`src/rtl/uvmt_cv32e40x_obi_arbiter.sv`:
```
// uvmt_cv32e40x_obi_arbiter
// Two-to-one OBI arbiter: shares one memory-side OBI port between the
// instruction fetch and data ports. Address phases are arbitrated
// round-robin (or fixed data priority when UVMT_OBI_ARB_DATA_PRIO_EN is
// defined). An in-order source FIFO routes each response back to the
// requester that issued it.
module uvmt_cv32e40x_obi_arbiter #(
    parameter int unsigned ADDR_WIDTH      = 32,
    parameter int unsigned DATA_WIDTH      = 32,
    parameter int unsigned MAX_OUTSTANDING = 2
) (
    input  logic                      clk_i,
    input  logic                      rst_i,
    input  logic                      i_req_i,
    output logic                      i_gnt_o,
    input  logic [ADDR_WIDTH-1:0]     i_addr_i,
    output logic                      i_rvalid_o,
    input  logic                      d_req_i,
    output logic                      d_gnt_o,
    input  logic [ADDR_WIDTH-1:0]     d_addr_i,
    input  logic                      d_we_i,
    input  logic [DATA_WIDTH/8-1:0]   d_be_i,
    input  logic [DATA_WIDTH-1:0]     d_wdata_i,
    output logic                      d_rvalid_o,
    output logic [DATA_WIDTH-1:0]     r_rdata_o,
    output logic                      r_err_o,
    output logic                      m_req_o,
    input  logic                      m_gnt_i,
    output logic [ADDR_WIDTH-1:0]     m_addr_o,
    output logic                      m_we_o,
    output logic [DATA_WIDTH/8-1:0]   m_be_o,
    output logic [DATA_WIDTH-1:0]     m_wdata_o,
    output logic                      m_src_o,
    input  logic                      m_rvalid_i,
    input  logic [DATA_WIDTH-1:0]     m_rdata_i,
    input  logic                      m_err_i,
    output logic                      err_unexpected_o
);

    localparam int unsigned PTR_W = (MAX_OUTSTANDING > 1) ? $clog2(MAX_OUTSTANDING) : 1;
    localparam int unsigned CNT_W = $clog2(MAX_OUTSTANDING + 1);
    localparam logic [PTR_W-1:0] PTR_LAST = PTR_W'(MAX_OUTSTANDING - 1);
    localparam logic [CNT_W-1:0] CNT_FULL = CNT_W'(MAX_OUTSTANDING);

    typedef enum logic {
        ST_ARB,
        ST_HOLD
    } state_e;

    state_e             state_q, state_d;
    logic               hold_src_q, hold_src_d;
    logic               last_src_q, last_src_d;
    logic               fifo_q [MAX_OUTSTANDING];
    logic               fifo_d [MAX_OUTSTANDING];
    logic [PTR_W-1:0]   wr_ptr_q, wr_ptr_d;
    logic [PTR_W-1:0]   rd_ptr_q, rd_ptr_d;
    logic [CNT_W-1:0]   count_q, count_d;
    logic               err_unexpected_q, err_unexpected_d;

    logic sel_src;
    logic sel_req;
    logic full;
    logic grant;
    logic pop;
    logic head_src;

    // Source selection, address-phase handshake and payload mux
    always_comb begin
        sel_src = 1'b0;
        if (state_q == ST_HOLD) begin
            sel_src = hold_src_q;
        end else if (i_req_i && d_req_i) begin
`ifdef UVMT_OBI_ARB_DATA_PRIO_EN
            sel_src = 1'b1;
`else
            sel_src = ~last_src_q;
`endif
        end else begin
            sel_src = d_req_i;
        end

        sel_req = sel_src ? d_req_i : i_req_i;
        full    = (count_q == CNT_FULL);
        m_req_o = sel_req & ~full & ~rst_i;
        grant   = m_req_o & m_gnt_i;
        i_gnt_o = grant & ~sel_src;
        d_gnt_o = grant & sel_src;
        m_src_o = sel_src;

        if (sel_src) begin
            m_addr_o  = d_addr_i;
            m_we_o    = d_we_i;
            m_be_o    = d_be_i;
            m_wdata_o = d_wdata_i;
        end else begin
            m_addr_o  = i_addr_i;
            m_we_o    = 1'b0;
            m_be_o    = '1;
            m_wdata_o = '0;
        end
    end

    // Response routing from the FIFO head
    always_comb begin
        head_src         = fifo_q[rd_ptr_q];
        pop              = m_rvalid_i & (count_q != '0) & ~rst_i;
        i_rvalid_o       = pop & ~head_src;
        d_rvalid_o       = pop & head_src;
        r_rdata_o        = m_rdata_i;
        r_err_o          = m_err_i;
        err_unexpected_o = err_unexpected_q;
    end

    // Address-phase FSM: lock the source while a request waits for grant
    always_comb begin
        state_d    = state_q;
        hold_src_d = hold_src_q;
        last_src_d = last_src_q;
        case (state_q)
            ST_ARB: begin
                if (m_req_o && !m_gnt_i) begin
                    state_d    = ST_HOLD;
                    hold_src_d = sel_src;
                end
            end
            ST_HOLD: begin
                // A dropped request would otherwise lock the arbiter forever
                if (grant || !sel_req) begin
                    state_d = ST_ARB;
                end
            end
            default: state_d = ST_ARB;
        endcase
        if (grant) begin
            last_src_d = sel_src;
        end
    end

    // Source FIFO, occupancy count and sticky unexpected-response flag
    always_comb begin
        fifo_d           = fifo_q;
        wr_ptr_d         = wr_ptr_q;
        rd_ptr_d         = rd_ptr_q;
        count_d          = count_q;
        err_unexpected_d = err_unexpected_q;

        if (grant) begin
            fifo_d[wr_ptr_q] = sel_src;
            wr_ptr_d         = (wr_ptr_q == PTR_LAST) ? '0 : wr_ptr_q + PTR_W'(1);
        end
        if (pop) begin
            rd_ptr_d = (rd_ptr_q == PTR_LAST) ? '0 : rd_ptr_q + PTR_W'(1);
        end
        case ({grant, pop})
            2'b10:   count_d = count_q + CNT_W'(1);
            2'b01:   count_d = count_q - CNT_W'(1);
            default: count_d = count_q;
        endcase
        if (m_rvalid_i && (count_q == '0)) begin
            err_unexpected_d = 1'b1;
        end
    end

    // State registers
    always_ff @(posedge clk_i) begin
        if (rst_i) begin
            state_q          <= ST_ARB;
            hold_src_q       <= 1'b0;
            last_src_q       <= 1'b1;
            for (int unsigned i = 0; i < MAX_OUTSTANDING; i++) begin
                fifo_q[i] <= 1'b0;
            end
            wr_ptr_q         <= '0;
            rd_ptr_q         <= '0;
            count_q          <= '0;
            err_unexpected_q <= 1'b0;
        end else begin
            state_q          <= state_d;
            hold_src_q       <= hold_src_d;
            last_src_q       <= last_src_d;
            fifo_q           <= fifo_d;
            wr_ptr_q         <= wr_ptr_d;
            rd_ptr_q         <= rd_ptr_d;
            count_q          <= count_d;
            err_unexpected_q <= err_unexpected_d;
        end
    end

endmodule

```
`config.mk`:
```
export PLATFORM = sky130hd
export DESIGN_NAME = uvmt_cv32e40x_obi_arbiter
export DESIGN_NICKNAME = d
export VERILOG_FILES = /design/src/rtl/uvmt_cv32e40x_obi_arbiter.sv
export SDC_FILE = /design/constraint.sdc
export NUM_CORES = 1
export LEC_CHECK = 0
export BUFFER_PORTS_ARGS = -buffer_cell sky130_fd_sc_hd__buf_4
export CAP_MARGIN = 40
export CORE_AREA = 5 5 93 95
export DETAILED_ROUTE_END_ITERATION = 16
export DIE_AREA = 0 0 98 100
export SLEW_MARGIN = 20
export SYNTH_ARGS = -nofsm -noshare
export SYNTH_HDL_FRONTEND = slang
export SYNTH_SLANG_ARGS = --single-unit
```
`constraint.sdc`:
```
create_clock -name clk_i -period 3.8 [get_ports clk_i]
set_input_delay 0 -clock clk_i [delete_from_list [all_inputs] [get_ports clk_i]]
set_output_delay 0 -clock clk_i [all_outputs]
set_load 0.005 [all_outputs]
```
==> run_summary.xml, run 1 <==
<?xml version="1.0" encoding="UTF-8"?>
<metrics>
  <group name="synthesis">
    <metric name="synth-seq-area-share" unit="%">13.6</metric>
    <metric name="synth_nets" unit="">312</metric>
    <metric name="synthesized_area_per_cell" unit="um^2">8.53</metric>
    <metric name="mappedNetlistArea" unit="um^2">1470</metric>
    <metric name="synthCells" unit="">172</metric>
    <metric name="ys_warn_count" unit="">0</metric>
    <metric name="yosys_register_bits" unit="">10</metric>
    <metric name="yosys.cell_types.count" unit="">33</metric>
  </group>
  <group name="grt">
    <metric name="initial_antenna_violation_count" unit="">0</metric>
    <metric name="first_global_vias" unit="">1762</metric>
    <metric name="grt_max_degree" unit="">40</metric>
    <metric name="overall_overflow_remaining_after_global_route" unit="">0</metric>
    <metric name="global_route.usage.total" unit="%">11.3</metric>
    <metric name="grt_first_pass_wirelength" unit="um">9200</metric>
  </group>
  <group name="critical_path">
    <metric name="cp.arrival" unit="ns">1.99</metric>
    <metric name="ff2ff_path_depth" unit="">5</metric>
    <metric name="worstSetupPathType" unit="">register to output port</metric>
    <metric name="critical_path.startpoint_type" unit="">register</metric>
    <metric name="worst_setup_path_end_kind" unit="">output port</metric>
    <metric name="critical_path_peak_fanout" unit="">26</metric>
    <metric name="crit_required" unit="ns">3.80</metric>
  </group>
  <group name="sta">
    <metric name="finalWorstSetupSlack" unit="ns">1.81</metric>
    <metric name="max_slew.worst_pin.slew" unit="ns">0.478</metric>
    <metric name="max-slew-margin-rel" unit="%">68.2</metric>
    <metric name="timing_hold_violations_final" unit="">0</metric>
    <metric name="skew" unit="ns">0.00123</metric>
    <metric name="timing.final.setup_violations" unit="">0</metric>
    <metric name="period_minus_slack" unit="ns">1.99</metric>
    <metric name="slew_violations" unit="">0</metric>
    <metric name="fmaxAchievable" unit="MHz">503</metric>
    <metric name="rsz_0062_raised_after_global_routing" unit="">false</metric>
    <metric name="layout_worst_path_cycle_share" unit="%">52.3</metric>
    <metric name="finalSetupTns" unit="ns">0</metric>
    <metric name="holdWs" unit="ns">0.00000659</metric>
  </group>
  <group name="job">
    <metric name="max-cap-violations" unit="">0</metric>
  </group>
  <group name="detailed_routing">
    <metric name="drt_iter0_drc" unit="">35</metric>
    <metric name="final_routed_wire_length_divided_by_cell_count" unit="um">14.8</metric>
    <metric name="ant_nets" unit="">0</metric>
    <metric name="post-route-drc-count" unit="">0</metric>
    <metric name="route.detailed.vias_per_inst" unit="">4.08</metric>
    <metric name="wirelength" unit="um">6240</metric>
    <metric name="firstDrtPassIters" unit="">4</metric>
    <metric name="dr_total_vias" unit="">1719</metric>
  </group>
  <group name="die">
    <metric name="rows" unit="">32</metric>
    <metric name="die_height" unit="um">100</metric>
    <metric name="io_pins" unit="">249</metric>
    <metric name="die-area" unit="um^2">9800</metric>
    <metric name="die_width" unit="um">98</metric>
    <metric name="fp.coreArea" unit="um^2">7650</metric>
    <metric name="initial_core_utilization" unit="%">19.2</metric>
  </group>
  <group name="hold_path">
    <metric name="holdCritPathClass" unit="">input pin to output port</metric>
    <metric name="whs_path_depth" unit="">0</metric>
  </group>
  <group name="clocking">
    <metric name="clk_pin_slew_worst_paths" unit="ns">0.05</metric>
    <metric name="cts_root_buffer" unit="">clkbuf_8</metric>
    <metric name="post-cts-setup-buffer-count" unit="">0</metric>
    <metric name="clockBufferDepth" unit="">2</metric>
    <metric name="htree_levels" unit="">1</metric>
    <metric name="clkSinkCount" unit="">10</metric>
    <metric name="clock_insertion_delay_worst_skew" unit="ns">0.23</metric>
    <metric name="tritoncts.num_buffers" unit="">3</metric>
    <metric name="cts_tree" unit="">yes</metric>
  </group>
  <group name="finish">
    <metric name="design_area" unit="um^2">2740</metric>
    <metric name="fraction_of_layout_instances_using_a_drive_strength_above_1" unit="%">71.2</metric>
    <metric name="final_cell_mix" unit="">182 x buf_4, 34 x and2_1, 32 x mux2_2, 10 x dfxtp_1</metric>
    <metric name="diodes" unit="">0</metric>
    <metric name="layout.nets" unit="">460</metric>
    <metric name="fill_cells" unit="">780</metric>
    <metric name="final-seq-area" unit="um^2">200</metric>
    <metric name="syn_to_final_growth" unit="%">86.8</metric>
    <metric name="multiInputGateArea" unit="um^2">941</metric>
    <metric name="layout_commonest_cell" unit="">buf_4</metric>
  </group>
  <group name="pwr">
    <metric name="power.ir.vdd_worst" unit="mV">0.103</metric>
    <metric name="p_leak" unit="nW">1.37</metric>
    <metric name="total_power" unit="mW">0.547</metric>
    <metric name="power-per-cell-area" unit="nW/um^2">200</metric>
  </group>
  <group name="run_status">
    <metric name="outcome" unit="">completed</metric>
  </group>
  <group name="placement">
    <metric name="placement.cell_area" unit="um^2">2650</metric>
    <metric name="dp_slack" unit="ns">1.52</metric>
    <metric name="port_buffers" unit="">182</metric>
    <metric name="hpwlAfterDp" unit="um">5530</metric>
    <metric name="place_congestion" unit="">0.719</metric>
  </group>
</metrics>
==> cell families (layout without fill, tap and decap cells) <==
family	Yosys count	count (layout)	synth area share [%]
flip-flops	10	10	13.6
buffers and inverters	44	191	22.3
AND/OR/NAND/NOR	65	65	26.3
AO/OA/AOI/OAI	17	17	10.6
XOR/XNOR	1	1	0.597
multiplexers	35	35	26.6
==> report_power, final <==
group / switching (mW) / leakage (nW) / internal [mW] / total (mW)
clock network: 0.0412 / 0.0288 / 0.0910 / 0.132
registers: 0.00718 / 0.0819 / 0.112 / 0.119
logic: 0.101 / 1.26 / 0.195 / 0.296
total: 0.149 / 1.37 / 0.398 / 0.547
==> synth_stat cells <==
cell type,count,area share (%)
nor3_1,4,1.4
mux2_2,32,25
o21ai_1,1,0.34
a311oi_1,2,1.2
o221ai_4,1,1.8
nand3_1,1,0.34
buf_2,1,0.34
mux2i_1,3,2.0
nor3b_1,1,0.51
nand2_1,5,1.3
buf_6,4,3.1
nor2_1,6,1.5
buf_4,34,17
and3_1,2,0.85
o221a_2,1,0.77
a21oi_1,4,1.4
nor3_4,1,1.1
inv_4,1,0.43
a2111oi_2,1,1.0
a21boi_2,1,0.77
clkbuf_1,2,0.51
nand2b_1,6,2.6
nor2b_1,2,0.85
nor4_1,1,0.43
a22oi_4,1,1.4
inv_1,2,0.51
and2_1,34,14
nor2b_2,1,0.60
xor2_1,1,0.60
a31oi_1,2,0.85
or3_1,1,0.43
o21ai_0,3,1.0
dfxtp_1,10,14
==> path summary, 6_finish.rpt <==
kind	start	endpoint	slack, ns
max	state_q	m_addr_o[10]	1.81
min	m_rdata_i[28]	r_rdata_o[28]	0.000007
max reg2reg	state_q	last_src_q	2.12
min reg2reg	err_unexpected_o	err_unexpected_o	0.47
==> repair_timing <==
action,CTS,global route
setup endpoints to repair,0,0
hold buffers,1,0
endpoints found under the hold margin,1,0
gates resized for setup,0,0
==> worst max-delay path: stages (launching register included) <==
cell and delay, ns:
dfxtp_1 0.49, nor2b_2 0.10, a22oi_4 0.40, buf_16 0.24
mux2_2 0.37, buf_4 0.14
==> layout make-up <==
type / count / area share, %
flip-flops and latches: 10 / 7.30
repair buffers: 184 / 51.2
well taps: 102 / 4.66
inverters: 3 / 0.502
clock buffers: 4 / 2.01
multi-input cells: 118 / 34.3
==> routing by layer <==
metal / up-vias / wire length, um / part of all wire, % / global-route usage (%)
li1: 848 / - / - / -
met1: 758 / 2210 / 35 / 12.1
met2: 108 / 3320 / 53 / 20.8
met3: 5 / 675 / 11 / 4.93
met4: 0 / 34 / 0.54 / 1.92
met5: - / 0 / 0 / 0
==> per-stage QoR <==
stage / util (%) / std cells
2_1_floorplan: - / 172
3_3_place_gp: 34.6 / 415
3_5_place_dp: 34.6 / 415
4_1_cts: 35.5 / 420
5_1_grt: 35.8 / 421
6_report: 35.8 / 421
==> registers in the layout, summed over array words and instances (netlist names) <==
register and cells:
err_unexpected_o 1, fifo_q 2, rd_ptr_q 1, state_q 1, count_q 2, hold_src_q 1
last_src_q 1, wr_ptr_q 1
Note: power is estimated with default switching activity, not from simulation.
==> run 2: changes to the inputs <==
- clock period: 3.8 -> 1.6 ns (I/O delays scaled with it)
==> run 2 against run 1 <==
Clock-buffer cell count shrank 1; sequential cell count is the same; combinational power grew to 2.7 times the previous value; hold slack is the same; critical endpoint is now m_addr_o[3]; largest power group unchanged.
==> run_summary.xml, run 2 (same netlist as run 1, synthesis figures left out) <==
<?xml version="1.0" encoding="UTF-8"?>
<metrics>
  <group name="grt">
    <metric name="met2_usage" unit="%">22.5</metric>
    <metric name="global_route.usage.total" unit="%">12.3</metric>
    <metric name="busiest_layer" unit="">met2</metric>
    <metric name="grt_use_met1" unit="%">13.6</metric>
    <metric name="grt_use_met3" unit="%">5.21</metric>
    <metric name="grt_first_pass_wirelength" unit="um">9790</metric>
    <metric name="grt_max_degree" unit="">40</metric>
    <metric name="first_global_vias" unit="">1842</metric>
    <metric name="overall_overflow_remaining_after_global_route" unit="">0</metric>
    <metric name="initial_antenna_violation_count" unit="">0</metric>
  </group>
  <group name="critical_path">
    <metric name="critical_path_peak_fanout" unit="">9</metric>
    <metric name="critical_path.startpoint_type" unit="">register</metric>
    <metric name="timing.critical_path.slowest_cell_delay" unit="ns">0.37</metric>
    <metric name="timing.rr.end" unit="">count_q[0]</metric>
    <metric name="ff2ff_path_depth" unit="">5</metric>
    <metric name="worstSetupPathType" unit="">register to output port</metric>
    <metric name="crit_path_top_delay_cell" unit="">dfxtp_2</metric>
    <metric name="crit_path_start" unit="">hold_src_q</metric>
    <metric name="cp.arrival" unit="ns">1.59</metric>
    <metric name="reg2reg_from" unit="">state_q</metric>
    <metric name="cpMostUsedCell" unit="">buf_12</metric>
    <metric name="worst-r2r-setup-slack" unit="ns">0.07</metric>
    <metric name="worst_setup_path_end_kind" unit="">output port</metric>
    <metric name="list_of_cells_traversed_by_the_critical_path" unit="">a22oi_4, buf_12, buf_12, mux2_2, buf_4</metric>
    <metric name="crit_required" unit="ns">1.60</metric>
  </group>
  <group name="job">
    <metric name="max-cap-violations" unit="">0</metric>
  </group>
  <group name="clocking">
    <metric name="cts_root_buffer" unit="">clkbuf_8</metric>
    <metric name="cts_tree" unit="">yes</metric>
    <metric name="clockBufferDepth" unit="">2</metric>
    <metric name="clock_insertion_delay_worst_skew" unit="ns">0.24</metric>
    <metric name="htree_levels" unit="">1</metric>
    <metric name="clkSinkCount" unit="">10</metric>
    <metric name="clk_pin_slew_worst_paths" unit="ns">0.05</metric>
    <metric name="tritoncts.num_buffers" unit="">3</metric>
  </group>
  <group name="finish">
    <metric name="final_cell_mix" unit="">183 x buf_4, 34 x and2_1, 24 x mux2_2, 8 x mux2_4, 7 x dfxtp_1</metric>
    <metric name="design_area" unit="um^2">2920</metric>
    <metric name="post-route-util" unit="%">38.2</metric>
    <metric name="final_cell_count_no_fill" unit="">430</metric>
    <metric name="syn_to_final_growth" unit="%">98.9</metric>
    <metric name="layout.nets" unit="">470</metric>
    <metric name="layout_commonest_cell" unit="">buf_4</metric>
    <metric name="diodes" unit="">0</metric>
    <metric name="fraction_of_layout_instances_using_a_drive_strength_above_1" unit="%">73.5</metric>
    <metric name="largest_registers" unit="">count_q x2, fifo_q x2</metric>
  </group>
  <group name="sta">
    <metric name="finalSetupTns" unit="ns">0</metric>
    <metric name="fmaxAchievable" unit="MHz">629</metric>
    <metric name="rsz_0062_raised_after_global_routing" unit="">true</metric>
    <metric name="period_minus_slack" unit="ns">1.59</metric>
    <metric name="timing_hold_violations_final" unit="">0</metric>
    <metric name="layout_worst_path_cycle_share" unit="%">99.3</metric>
    <metric name="max-slew-margin-rel" unit="%">71.3</metric>
    <metric name="max_slew.worst_pin.slew" unit="ns">0.425</metric>
    <metric name="slew_violations" unit="">0</metric>
    <metric name="timing.final.setup_violations" unit="">0</metric>
    <metric name="skew" unit="ns">0.00115</metric>
    <metric name="finalWorstSetupSlack" unit="ns">0.0111</metric>
    <metric name="holdWs" unit="ns">0.00000659</metric>
  </group>
  <group name="placement">
    <metric name="dp_slack" unit="ns">0.0272</metric>
    <metric name="dpl.cell_count" unit="">419</metric>
    <metric name="place_congestion" unit="">0.761</metric>
    <metric name="hpwlAfterDp" unit="um">5620</metric>
    <metric name="port_buffers" unit="">182</metric>
    <metric name="placement.cell_area" unit="um^2">2690</metric>
  </group>
  <group name="pwr">
    <metric name="power.sequential.fraction" unit="%">21.0</metric>
    <metric name="p_clk_share" unit="%">19.7</metric>
    <metric name="sw_share" unit="%">28.7</metric>
    <metric name="p_leak" unit="nW">1.48</metric>
    <metric name="power.ir.vdd_worst" unit="mV">0.188</metric>
    <metric name="comb_power_share" unit="%">59.3</metric>
    <metric name="power-per-cell-area" unit="nW/um^2">458</metric>
    <metric name="total_power" unit="mW">1.34</metric>
    <metric name="netSwitchingPower" unit="mW">0.384</metric>
    <metric name="power.internal" unit="mW">0.954</metric>
  </group>
  <group name="detailed_routing">
    <metric name="wirelength" unit="um">6860</metric>
    <metric name="post-route-drc-count" unit="">0</metric>
    <metric name="ant_nets" unit="">0</metric>
    <metric name="final_routed_wire_length_divided_by_cell_count" unit="um">15.9</metric>
    <metric name="firstDrtPassIters" unit="">5</metric>
    <metric name="drt_iter0_drc" unit="">22</metric>
    <metric name="route.detailed.vias_per_inst" unit="">4.08</metric>
    <metric name="dr_total_vias" unit="">1754</metric>
  </group>
  <group name="hold_path">
    <metric name="holdCritPathClass" unit="">input pin to output port</metric>
    <metric name="holdCritStartpoint" unit="">m_rdata_i[28]</metric>
    <metric name="holdPathEnd" unit="">r_rdata_o[28]</metric>
    <metric name="whs_path_depth" unit="">0</metric>
  </group>
  <group name="die">
    <metric name="fp.coreArea" unit="um^2">7650</metric>
    <metric name="die_width" unit="um">98</metric>
    <metric name="initial_core_utilization" unit="%">19.2</metric>
    <metric name="io_pins" unit="">249</metric>
    <metric name="die_height" unit="um">100</metric>
    <metric name="die-area" unit="um^2">9800</metric>
    <metric name="rows" unit="">32</metric>
  </group>
  <group name="run_status">
    <metric name="outcome" unit="">completed</metric>
  </group>
</metrics>
run 2: how the worst max path moves through the flow:
stage	slack [ns]	endpoint	cells past startpoint
after floorplan	0.20	count_q[0]	4
after global placement	0.06	last_src_q	6
after detailed placement	0.03	last_src_q	6
after CTS	-0.05	m_addr_o[31]	6
after global routing	-0.07	i_gnt_o	6
final	0.01	m_addr_o[3]	5
run 2: what timing repair did:
action	in CTS	in global routing
setup buffers	5	1
endpoints found under the setup margin	70	72
pin swaps	1	2
hold buffers	1	0
gates resized for setup	15	17
hold endpoints to repair	1	0
gates cloned	2	2
run 2: final cells by class:
class,instances,area (um^2)
Sequential cell,10,206
Multi-Input combinational cell,118,991
Timing Repair Buffer,194,1540
Fill cell,800,4730
Tap cell,102,128
Clock buffer,3,41.3
Inverter,3,16.3
run 2: critical path, delay by kind of cell, from the launching register on:
family	cells	cell delay, ns
muxes	1	0.35
buffers and inverters	3	0.43
AOI/OAI and AO/OA	1	0.19
DFF	1	0.37
run 2: per-layer routing:
layer	vias to the layer above	wire length [um]
li1	869	-
met1	776	2510
met2	107	3620
met3	2	702
met4	0	21
met5	-	0
run 2: power by group through the flow:
stage               logic (mW)  registers [mW]  clock network (mW)
global placement         0.711           0.285                   0
finish                   0.794           0.280               0.264
global route             0.860           0.282               0.285
detailed placement       0.718           0.285                   0
floorplan                0.344           0.283                   0
CTS                      0.787           0.279               0.274
